===== src/rtl/brick_map_gen.sv =====
// brick_map_gen: scans the tile grid row-major at one tile per clock and writes walls, spawn clearings and random bricks into the map RAM
module brick_map_gen #(
    parameter int unsigned MAP_W        = 15,
    parameter int unsigned MAP_H        = 13,
    parameter int unsigned BRICK_THRESH = 10,
    parameter int unsigned MAX_BRICKS   = 255,
    localparam int unsigned ADDR_W      = $clog2(MAP_W*MAP_H)
) (
    input  logic              Clk,
    input  logic              Reset,
    input  logic              start_i,
    input  logic [3:0]        randhex_i,
    output logic              busy_o,
    output logic              done_o,
    output logic              wr_en_o,
    output logic [ADDR_W-1:0] wr_addr_o,
    output logic [1:0]        wr_data_o,
    output logic [7:0]        brick_count_o
);
    localparam int unsigned XW = $clog2(MAP_W);
    localparam int unsigned YW = $clog2(MAP_H);

    typedef enum logic [1:0] {IDLE, SCAN, FIN} state_t;

    state_t            state_q, state_d;
    logic [XW-1:0]     x_q, x_d;
    logic [YW-1:0]     y_q, y_d;
    logic [ADDR_W-1:0] addr_q, addr_d;
    logic [7:0]        cnt_q, cnt_d;
    logic              busy_q, busy_d, done_q, done_d, wr_en_q, wr_en_d;
    logic [ADDR_W-1:0] wr_addr_q, wr_addr_d;
    logic [1:0]        wr_data_q, wr_data_d;
    logic              x_last, last, wall, spawn, brick;

    // Classify the tile at the current scan position; randhex is used in the same cycle it arrives
    always_comb begin
        x_last = x_q == XW'(MAP_W-1);
        last   = x_last && y_q == YW'(MAP_H-1);
        wall   = x_q == '0 || y_q == '0 || x_last || y_q == YW'(MAP_H-1) || (!x_q[0] && !y_q[0]);
        spawn  = (x_q == XW'(1) && y_q == YW'(1)) || (x_q == XW'(2) && y_q == YW'(1)) ||
                 (x_q == XW'(1) && y_q == YW'(2)) ||
                 (x_q == XW'(MAP_W-2) && y_q == YW'(MAP_H-2)) ||
                 (x_q == XW'(MAP_W-3) && y_q == YW'(MAP_H-2)) ||
                 (x_q == XW'(MAP_W-2) && y_q == YW'(MAP_H-3));
        brick  = !wall && !spawn && {1'b0, randhex_i} < 5'(BRICK_THRESH) && cnt_q < 8'(MAX_BRICKS);
    end

    // State and all registered outputs; reset wins over everything, including mid-scan
    always_ff @(posedge Clk) begin
        if (Reset) begin
            state_q   <= IDLE;
            x_q       <= '0;
            y_q       <= '0;
            addr_q    <= '0;
            cnt_q     <= '0;
            busy_q    <= 1'b0;
            done_q    <= 1'b0;
            wr_en_q   <= 1'b0;
            wr_addr_q <= '0;
            wr_data_q <= '0;
        end else begin
            state_q   <= state_d;
            x_q       <= x_d;
            y_q       <= y_d;
            addr_q    <= addr_d;
            cnt_q     <= cnt_d;
            busy_q    <= busy_d;
            done_q    <= done_d;
            wr_en_q   <= wr_en_d;
            wr_addr_q <= wr_addr_d;
            wr_data_q <= wr_data_d;
        end
    end

    // Next state: start only counts in IDLE, scan ends on the last tile, FIN lasts one cycle
    always_comb begin
        state_d = state_q == IDLE ? (start_i ? SCAN : IDLE) :
                  state_q == SCAN ? (last ? FIN : SCAN) : IDLE;
    end

    // Next outputs and scan counters; done is registered out of FIN so it follows the last write
    always_comb begin
        x_d       = x_q;
        y_d       = y_q;
        addr_d    = addr_q;
        cnt_d     = cnt_q;
        busy_d    = 1'b0;
        done_d    = 1'b0;
        wr_en_d   = 1'b0;
        wr_addr_d = wr_addr_q;
        wr_data_d = wr_data_q;
        if (state_q == IDLE && start_i) begin
            x_d    = '0;
            y_d    = '0;
            addr_d = '0;
            cnt_d  = '0;
        end
        if (state_q == SCAN) begin
            busy_d    = 1'b1;
            wr_en_d   = 1'b1;
            wr_addr_d = addr_q;
            wr_data_d = wall ? 2'd1 : brick ? 2'd2 : 2'd0;
            cnt_d     = cnt_q + {7'b0, brick};
            x_d       = x_last ? '0 : x_q + XW'(1);
            y_d       = x_last ? y_q + YW'(1) : y_q;
            addr_d    = addr_q + ADDR_W'(1);
        end
        if (state_q == FIN)
            done_d = 1'b1;
    end

    assign busy_o        = busy_q;
    assign done_o        = done_q;
    assign wr_en_o       = wr_en_q;
    assign wr_addr_o     = wr_addr_q;
    assign wr_data_o     = wr_data_q;
    assign brick_count_o = cnt_q;
endmodule


===== config.mk =====
export PLATFORM = sky130hd
export DESIGN_NAME = brick_map_gen
export DESIGN_NICKNAME = d
export VERILOG_FILES = /design/src/rtl/brick_map_gen.sv
export SDC_FILE = /design/constraint.sdc
export NUM_CORES = 1
export LEC_CHECK = 0
export CORE_MARGIN = 5
export CORE_UTILIZATION = 53
export CTS_CLUSTER_DIAMETER = 80
export DETAILED_ROUTE_END_ITERATION = 12
export HOLD_SLACK_MARGIN = 0.05
export MAX_ROUTING_LAYER = met4
export PLACE_DENSITY_LB_ADDON = 0.05
export SYNTH_ARGS = -nofsm -noshare
export SYNTH_HDL_FRONTEND = slang
export SYNTH_SLANG_ARGS = --single-unit

===== constraint.sdc =====
create_clock -name Clk -period 2.45 [get_ports Clk]
set_input_delay 0.6125 -clock Clk [delete_from_list [all_inputs] [get_ports Clk]]
set_output_delay 0.6125 -clock Clk [all_outputs]
set_load 0.01 [all_outputs]

==> results of run 1 <==
==> placed cells by master (no fill, tap or decap), drive strengths merged <==
cell,instances
a211oi,1
a21oi,26
a31oi,1
and2,2
and2b,1
and3,2
and4,1
and4b,1
buf,7
clkbuf,6
clkdlybuf4s50,26
clkinv,1
clkinvlp,1
dfxtp,38
ha,7
inv,3
mux2,4
mux2i,1
nand2,32
nand2b,3
nand3,13
nand3b,3
nand4,8
nand4b,1
nor2,16
nor2b,1
nor3,7
nor3b,3
nor4bb,1
o211ai,4
o21a,2
o21ai,4
o311ai,2
o41ai,1
or2,1
or3,5
or3b,1
or4,2
xnor2,1
xor2,2
==> Yosys cell counts <==
cell and count:
a211oi_1 1, a21oi_1 26, a31oi_1 1, and2_1 2
and2b_1 1, and3_1 2, and4_1 1, and4b_1 1
buf_2 6, buf_4 1, buf_6 1, clkbuf_1 8
dfxtp_1 38, ha_1 7, inv_1 3, mux2_2 4
mux2i_1 1, nand2_1 31, nand2_4 1, nand2b_1 3
nand3_1 13, nand3b_1 3, nand4_1 8, nand4b_1 1
nor2_1 16, nor2b_1 1, nor3_1 7, nor3b_1 3
nor4bb_1 1, o211ai_1 4, o21a_1 2, o21ai_0 4
o311ai_0 2, o41ai_1 1, or2_2 1, or3_1 5
or3b_2 1, or4_1 2, xnor2_1 1, xor2_1 2
==> worst max path at each step <==
| stage | from | end | cells after the start |
|---|---|---|---|
| after floorplan | y_q[1] | brick_count_o[4] | 11 |
| after global placement | randhex_i[2] | brick_count_o[6] | 9 |
| after detailed placement | randhex_i[2] | brick_count_o[4] | 9 |
| after CTS | y_q[0] | brick_count_o[6] | 10 |
| after global routing | x_q[1] | brick_count_o[2] | 11 |
| final | randhex_i[2] | brick_count_o[4] | 9 |
==> timing repair <==
| item | in CTS | in global routing |
|---|---|---|
| endpoints found under the setup margin | 0 | 4 |
| resized for setup | 0 | 3 |
| hold buffers | 0 | 0 |
==> worst reg2reg max path, cell delays in order (launching register included) <==
cell and delay (ps):
dfxtp_2 380, inv_1 60, ha_1 180, nor4bb_1 140
nand2_1 80, nand4_1 130, nor3_2 250, ha_1 210
ha_1 150, nand3b_1 140, or3_1 380, a21oi_1 130
==> layer usage <==
metal	vias up	GRT usage [%]	routed length, um
li1	815	-	-
met1	764	21.3	1870
met2	35	30.8	1840
met3	7	4.11	152
met4	0	10.2	81
met5	-	-	0
==> cell families (layout without fill, tap and decap cells) <==
| family | after synthesis | in the layout | synth area share (%) |
|---|---|---|---|
| XOR/XNOR | 3 | 3 | 1.46 |
| AO/OA/AOI/OAI | 41 | 41 | 13.1 |
| adder cells (fa/ha/maj) | 7 | 7 | 4.88 |
| flip-flops | 38 | 38 | 42.4 |
| AND/OR/NAND/NOR | 104 | 104 | 30.1 |
| multiplexers | 5 | 5 | 3.07 |
| buffers and inverters | 19 | 44 | 5.02 |
==> flip-flops by register name, indices dropped and copies added, names as in the netlist <==
register       flops
addr_q             8
brick_count_o      8
done_o             1
state_q            2
wr_addr_o          8
wr_data_o          2
wr_en_o            1
x_q                4
y_q                4
==> through the flow <==
| stage | setup slack [ps] | utilization [%] | hold slack, ps |
|---|---|---|---|
| 3_3_place_gp | -196 | 63.0 | 443 |
| 6_report | 115 | 65.2 | 463 |
| 3_5_place_dp | -266 | 63.0 | 450 |
| 5_1_grt | 2.31 | 65.2 | 494 |
| 2_1_floorplan | 359 | - | 437 |
| 4_1_cts | 52.7 | 64.9 | 469 |
==> area by class of cell <==
type / instances / share of cell area (%)
Clock buffer: 6 / 2.38
Inverter: 3 / 0.522
Sequential cell: 38 / 35.4
Timing Repair Buffer: 33 / 14.5
Clock inverter: 2 / 0.580
Tap cell: 46 / 2.67
Multi-Input combinational cell: 160 / 44.0
==> power breakdown <==
part | internal (mW) | total [mW] | switching (mW)
registers | 0.626 | 0.636 | 0.0104
clock network | 0.138 | 0.357 | 0.219
logic | 0.0331 | 0.0876 | 0.0544
==> metrics.md, run 1 <==
| Metric | Value |
|---|---|
| Status | `finished, final reports clean` |
| Slew headroom | `a little under three fifths` |
| Synth Register Bits | `38` |
| Ys Warns | `0` |
| GRT Overall Usage | `between 10% and 20%` |
| WL/cell | `around 14 um` |
| Worst-case clock buffer depth | `2` |
| Hold Crit Class | `reg2reg` |
| Max_cap viols | `0` |
| Root buf cell | `clkbuf_4` |
| Power per cell area | `between 500 and 600 mW/mm2` |
| GP Congestion | `just under 0.9` |
| Layout cell share with drive strength beyond 1 | `10.3%` |
| CP bufs+invs | `1` |
| FF/Latch Area | `around 760 um2` |
| Final hold violations | `0` |
| Detailed router's first-iteration violation count | `about 170` |
| # rows | `21` |
| Placed cells | `between 200 and 300` |
| Cts bufs inserted | `5` |
| Critical Path, Cell by Cell | `clkdlybuf4s50_1, o21ai_0, nand4_1, nor3_2, ha_1, ha_1, nand3b_1, or3_1, a21oi_1` |
| Max frequency | `428 MHz` |
| Top-Level Pins | `28` |
| Die Area | `around 0.0046 mm2` |
| CTS tree | `done` |
| # diodes | `0` |
| # setup viols final | `0` |
| Core area | `between 0.003 and 0.004 mm2` |
| Worst-margin pin slew | `between 600 and 700 ps` |
| Peak VDD IR | `around 0.32 mV` |
| Area Overhead vs Synth | `20.2%` |
| Max-slew violation count | `0` |
| Vias in the first global route | `between 1,000 and 1,500` |
| Setup tns final | `0 ps` |
| Hold path start | `wr_addr_o[1]` |
| Vias per cell | `5.63` |
| Fin crit period | `around 2300 ps` |
| Tot Pwr | `between 1 and 1.5 mW` |
| Largest cells by area after synthesis | `dfxtp_1 42%, a21oi_1 7.3%, nand2_1 6.5%` |
| Most used cell, CP | `ha_1` |
| Slowest stage delay, CP | `390 ps` |
| Worst path required time | `between 2000 and 3000 ps` |
| Flop2flop setup slack | `approximately 140 ps` |
| Fin cells | `approximately 290` |
| Post-CTS setup buffers | `0` |
| First-pass GRT wire length | `6400 um` |
| Post-Syn Instances | `between 200 and 250` |
| Tcrit/Tclk final | `a little over nine tenths` |
| H-tree levels | `2` |
| DP HPWL | `2730 um` |
| Sink Count | `38` |
| Syn_nets | `approximately 230` |
| Critical R2R Launch | `y_q[1]` |
| Seq/Total Area, Yosys | `42.4%` |
| Syn Area/Cell | `8.27 um2` |
| Reg clk slew, reported paths | `120 ps` |
| CP arrival | `approximately 2600 ps` |
| Startpoint Class | `input port` |
| FF-to-FF path depth | `11` |
| Cell area after synthesis | `0.00179 mm2` |
| RSZ-0062 raised after global routing | `false` |
| DRT antenna net count | `0` |
| Critical path class | `in2reg` |
| Initial antenna violation count | `0` |
| Synth unique cells | `40` |
| # nets final | `about 260` |
| Cell area after layout | `around 0.0022 mm2` |
| Worst-path maximum fanout | `4` |
| IO buf count | `26` |
| Placed Area | `0.00209 mm2` |
| DRT Wirelength | `about 3900 um` |
| Crit end category | `flop` |
| Clk Latency, worst-skew pair | `360 ps` |
| Reg-to-Reg End | `brick_count_o[4]` |
| # DRC | `0` |
| Cell family with the largest share of critical-path delay | `simple AND/OR/NAND/NOR gates` |
| Slowest stage cell, crit path | `clkdlybuf4s50_1` |
| Sink of the worst hold path | `wr_addr_o[1]` |
| Top-area cell type share of the netlist area | `between 40% and 50%` |
| Worst Hold Depth | `2` |
| Die extent in y | `a little under 70 um` |
| 1st-pass router iterations | `4` |
| Worst Clk Skew | `13.0 ps` |
| Remaining Overflow, GRT | `0` |
| Leak pwr | `0.751 nW` |
| Via count | `between 1,500 and 2,000` |
| Leading area contributor after synthesis | `dfxtp_1` |
| DIE WIDTH | `approximately 68 um` |
| Number of fill cells | `310` |
| Multi-input logic area | `948 um2` |
| Initial core utilization | `54.2%` |
| Largest net degree at the start of global routing | `27` |
Note: power is estimated with default switching activity, not from simulation.
==> inputs of run 2 (changes only) <==
--- a/config.mk
+++ b/config.mk
@@ -6,7 +6,7 @@
 export NUM_CORES = 1
 export LEC_CHECK = 0
 export CORE_MARGIN = 5
-export CORE_UTILIZATION = 53
+export CORE_UTILIZATION = 45
 export CTS_CLUSTER_DIAMETER = 80
 export DETAILED_ROUTE_END_ITERATION = 12
 export HOLD_SLACK_MARGIN = 0.05
==> metrics.md, run 2 (synthesis results as in run 1) <==
| Metric | Value |
|---|---|
| Status | `finished, final reports clean` |
| First-pass GRT wire length | `6670 um (+4.2%)` |
| 1st-pass router iterations | `4 (unchanged)` |
| Max-slew violation count | `0 (unchanged)` |
| CTS tree | `done` |
| DRT Wirelength | `3880 um (-1.6%)` |
| # diodes | `0 (unchanged)` |
| WL/cell | `13.2 um (-3.6%)` |
| Worst-margin pin slew | `696 ps (+48.3 ps)` |
| Reg-to-Reg End | `brick_count_o[2]` |
| Leak pwr | `0.797 nW (+6.2%)` |
| Slowest stage cell, crit path | `clkdlybuf4s50_1` |
| Critical Path Start | `randhex_i[2]` |
| Cell area after layout | `0.00225 mm2 (+4.5%)` |
| Worst Hold Depth | `2 (unchanged)` |
| Peak VDD IR | `0.325 mV (+1.6%)` |
| # setup viols final | `0 (unchanged)` |
| Remaining Overflow, GRT | `0 (unchanged)` |
| Final worst setup slack | `152 ps (+37.4 ps)` |
| Most frequent cells in the layout | `37 x dfxtp_1, 31 x nand2_1, 26 x a21oi_1, 26 x clkdlybuf4s50_1, 16 x nor2_1` |
| Root buf cell | `clkbuf_8` |
| GP Congestion | `0.874 (+0.67%)` |
| # DRC | `0 (unchanged)` |
| DP HPWL | `2760 um (+1.1%)` |
| Slew headroom | `53.6% (-3.2 points)` |
| Critical path class | `in2reg` |
| Core area | `0.00394 mm2 (+19%)` |
| Flop2flop setup slack | `180 ps (+40 ps)` |
| Crit end category | `flop` |
| Cts bufs inserted | `5 (unchanged)` |
| Max frequency | `435 MHz (+1.6%)` |
| DIE WIDTH | `73.1 um (+7.3%)` |
| Die extent in y | `73.1 um (+7.3%)` |
| Layout cell share with drive strength beyond 1 | `10.7% (+0.33 points)` |
| Final hold violations | `0 (unchanged)` |
| Initial core utilization | `45.5% (-8.7 points)` |
| Critical R2R Launch | `x_q[1]` |
| Vias in the first global route | `1,477 (-1.0%)` |
| Worst path required time | `2670 ps (-70 ps)` |
| Area Overhead vs Synth | `25.7%` |
| Worst Clk Skew | `4.75 ps (-8.24 ps)` |
| Clk Latency, worst-skew pair | `290 ps (-70 ps)` |
| Multi-input logic area | `948 um2 (unchanged)` |
| Power per cell area | `613 mW/mm2 (+22%)` |
| H-tree levels | `2 (unchanged)` |
| Slowest stage delay, CP | `400 ps (about the same)` |
| Sink of the worst hold path | `wr_addr_o[3]` |
| # rows | `23 (+9.5%)` |
| DRT antenna net count | `0 (unchanged)` |
| CP arrival | `2520 ps (-110 ps)` |
| FF/Latch Area | `762 um2 (-0.16%)` |
| FF-to-FF path depth | `11 (unchanged)` |
| # nets final | `257 (+0.78%)` |
| Hold Buf Count CTS | `0 (unchanged)` |
| Most used cell, CP | `ha_1` |
| Via count | `1,607 (-0.86%)` |
| Fin crit period | `2300 ps (-37.4 ps)` |
| Tot Pwr | `1.38 mW (+28%)` |
| GRT Overall Usage | `16.3% (-2.6 points)` |
| Vias per cell | `5.47 (-2.9%)` |
| Initial antenna violation count | `0 (unchanged)` |
| Worst-path maximum fanout | `4 (unchanged)` |
| Die Area | `0.00535 mm2 (+15%)` |
| Detailed router's first-iteration violation count | `149 (-11%)` |
| Top-Level Pins | `28 (unchanged)` |
| Tcrit/Tclk final | `93.8% (-1.5 points)` |
| Max_cap viols | `0 (unchanged)` |
| Critical Path, Cell by Cell | `clkdlybuf4s50_1, o21ai_1, nand4_1, nor3_2, ha_1, ha_1, nand3b_1, or3_1, a21oi_1` |
| Hold Crit Class | `reg2reg` |
| Worst-case clock buffer depth | `2 (unchanged)` |
| Reg clk slew, reported paths | `70 ps (-50 ps)` |
| IO buf count | `26 (unchanged)` |
| Sink Count | `38 (unchanged)` |
| Commonest non-fill, non-tap cell in the layout | `dfxtp_1` |
| Startpoint Class | `input port` |
| Largest net degree at the start of global routing | `22 (-19%)` |
| Pre-CTS setup slack | `-259 ps (+7.51 ps)` |
| Number of fill cells | `347 (+12%)` |
| Hold path start | `wr_addr_o[3]` |
| Placed Area | `0.00211 mm2 (+0.96%)` |
run 2: critical path, delay by kind of cell:
kind	cells	cell delay, ps
compound gates	2	290
fa+ha+maj	2	340
simple gates	4	880
buf+inv	1	400
run 2: worst max-delay path by stage:
stage          slack (ps)  cells after the start                to
5_1_grt               -20                     10  brick_count_o[4]
2_1_floorplan         360                     11  brick_count_o[4]
3_5_place_dp         -260                      9  brick_count_o[6]
4_1_cts                20                      9  brick_count_o[6]
3_3_place_gp         -220                      9  brick_count_o[6]
6_report              150                      9  brick_count_o[6]
run 2: metal layers:
metal	vias to the layer above	GRT usage [%]	part of all wire (%)
li1	819	-	-
met1	748	22.1	50
met2	38	22.8	45
met3	2	5.23	4.8
met4	0	4.92	0.57
met5	-	-	0
run 2: timing repair:
action                     4_1_cts  5_1_grt
buffers inserted                 0        0
resized for setup                0        3
setup endpoints to repair        0        4
run 2: power breakdown:
group          internal [mW]  switching [mW]  total [mW]
logic                 0.0359          0.0551      0.0910
clock network          0.434           0.220       0.654
registers              0.626          0.0105       0.636
total                   1.10           0.286        1.38
run 2: metrics by stage:
step,TNS [ps],utilization (%),cells,hold WS [ps]
floorplan,0,-,217,437
global placement,-756,53.4,286,444
detailed placement,-909,53.4,286,450
CTS,0,57.0,294,461
global route,-19.4,57.2,294,483
finish,0,57.2,294,458
run 2: final cells by class:
cell class                      count  area share, %
Multi-Input combinational cell    160           42.1
Sequential cell                    38           33.8
Timing Repair Buffer               35           14.5
Clock buffer                        6           3.66
Tap cell                           50           2.77
Clock inverter                      2           2.66
Inverter                            3          0.499
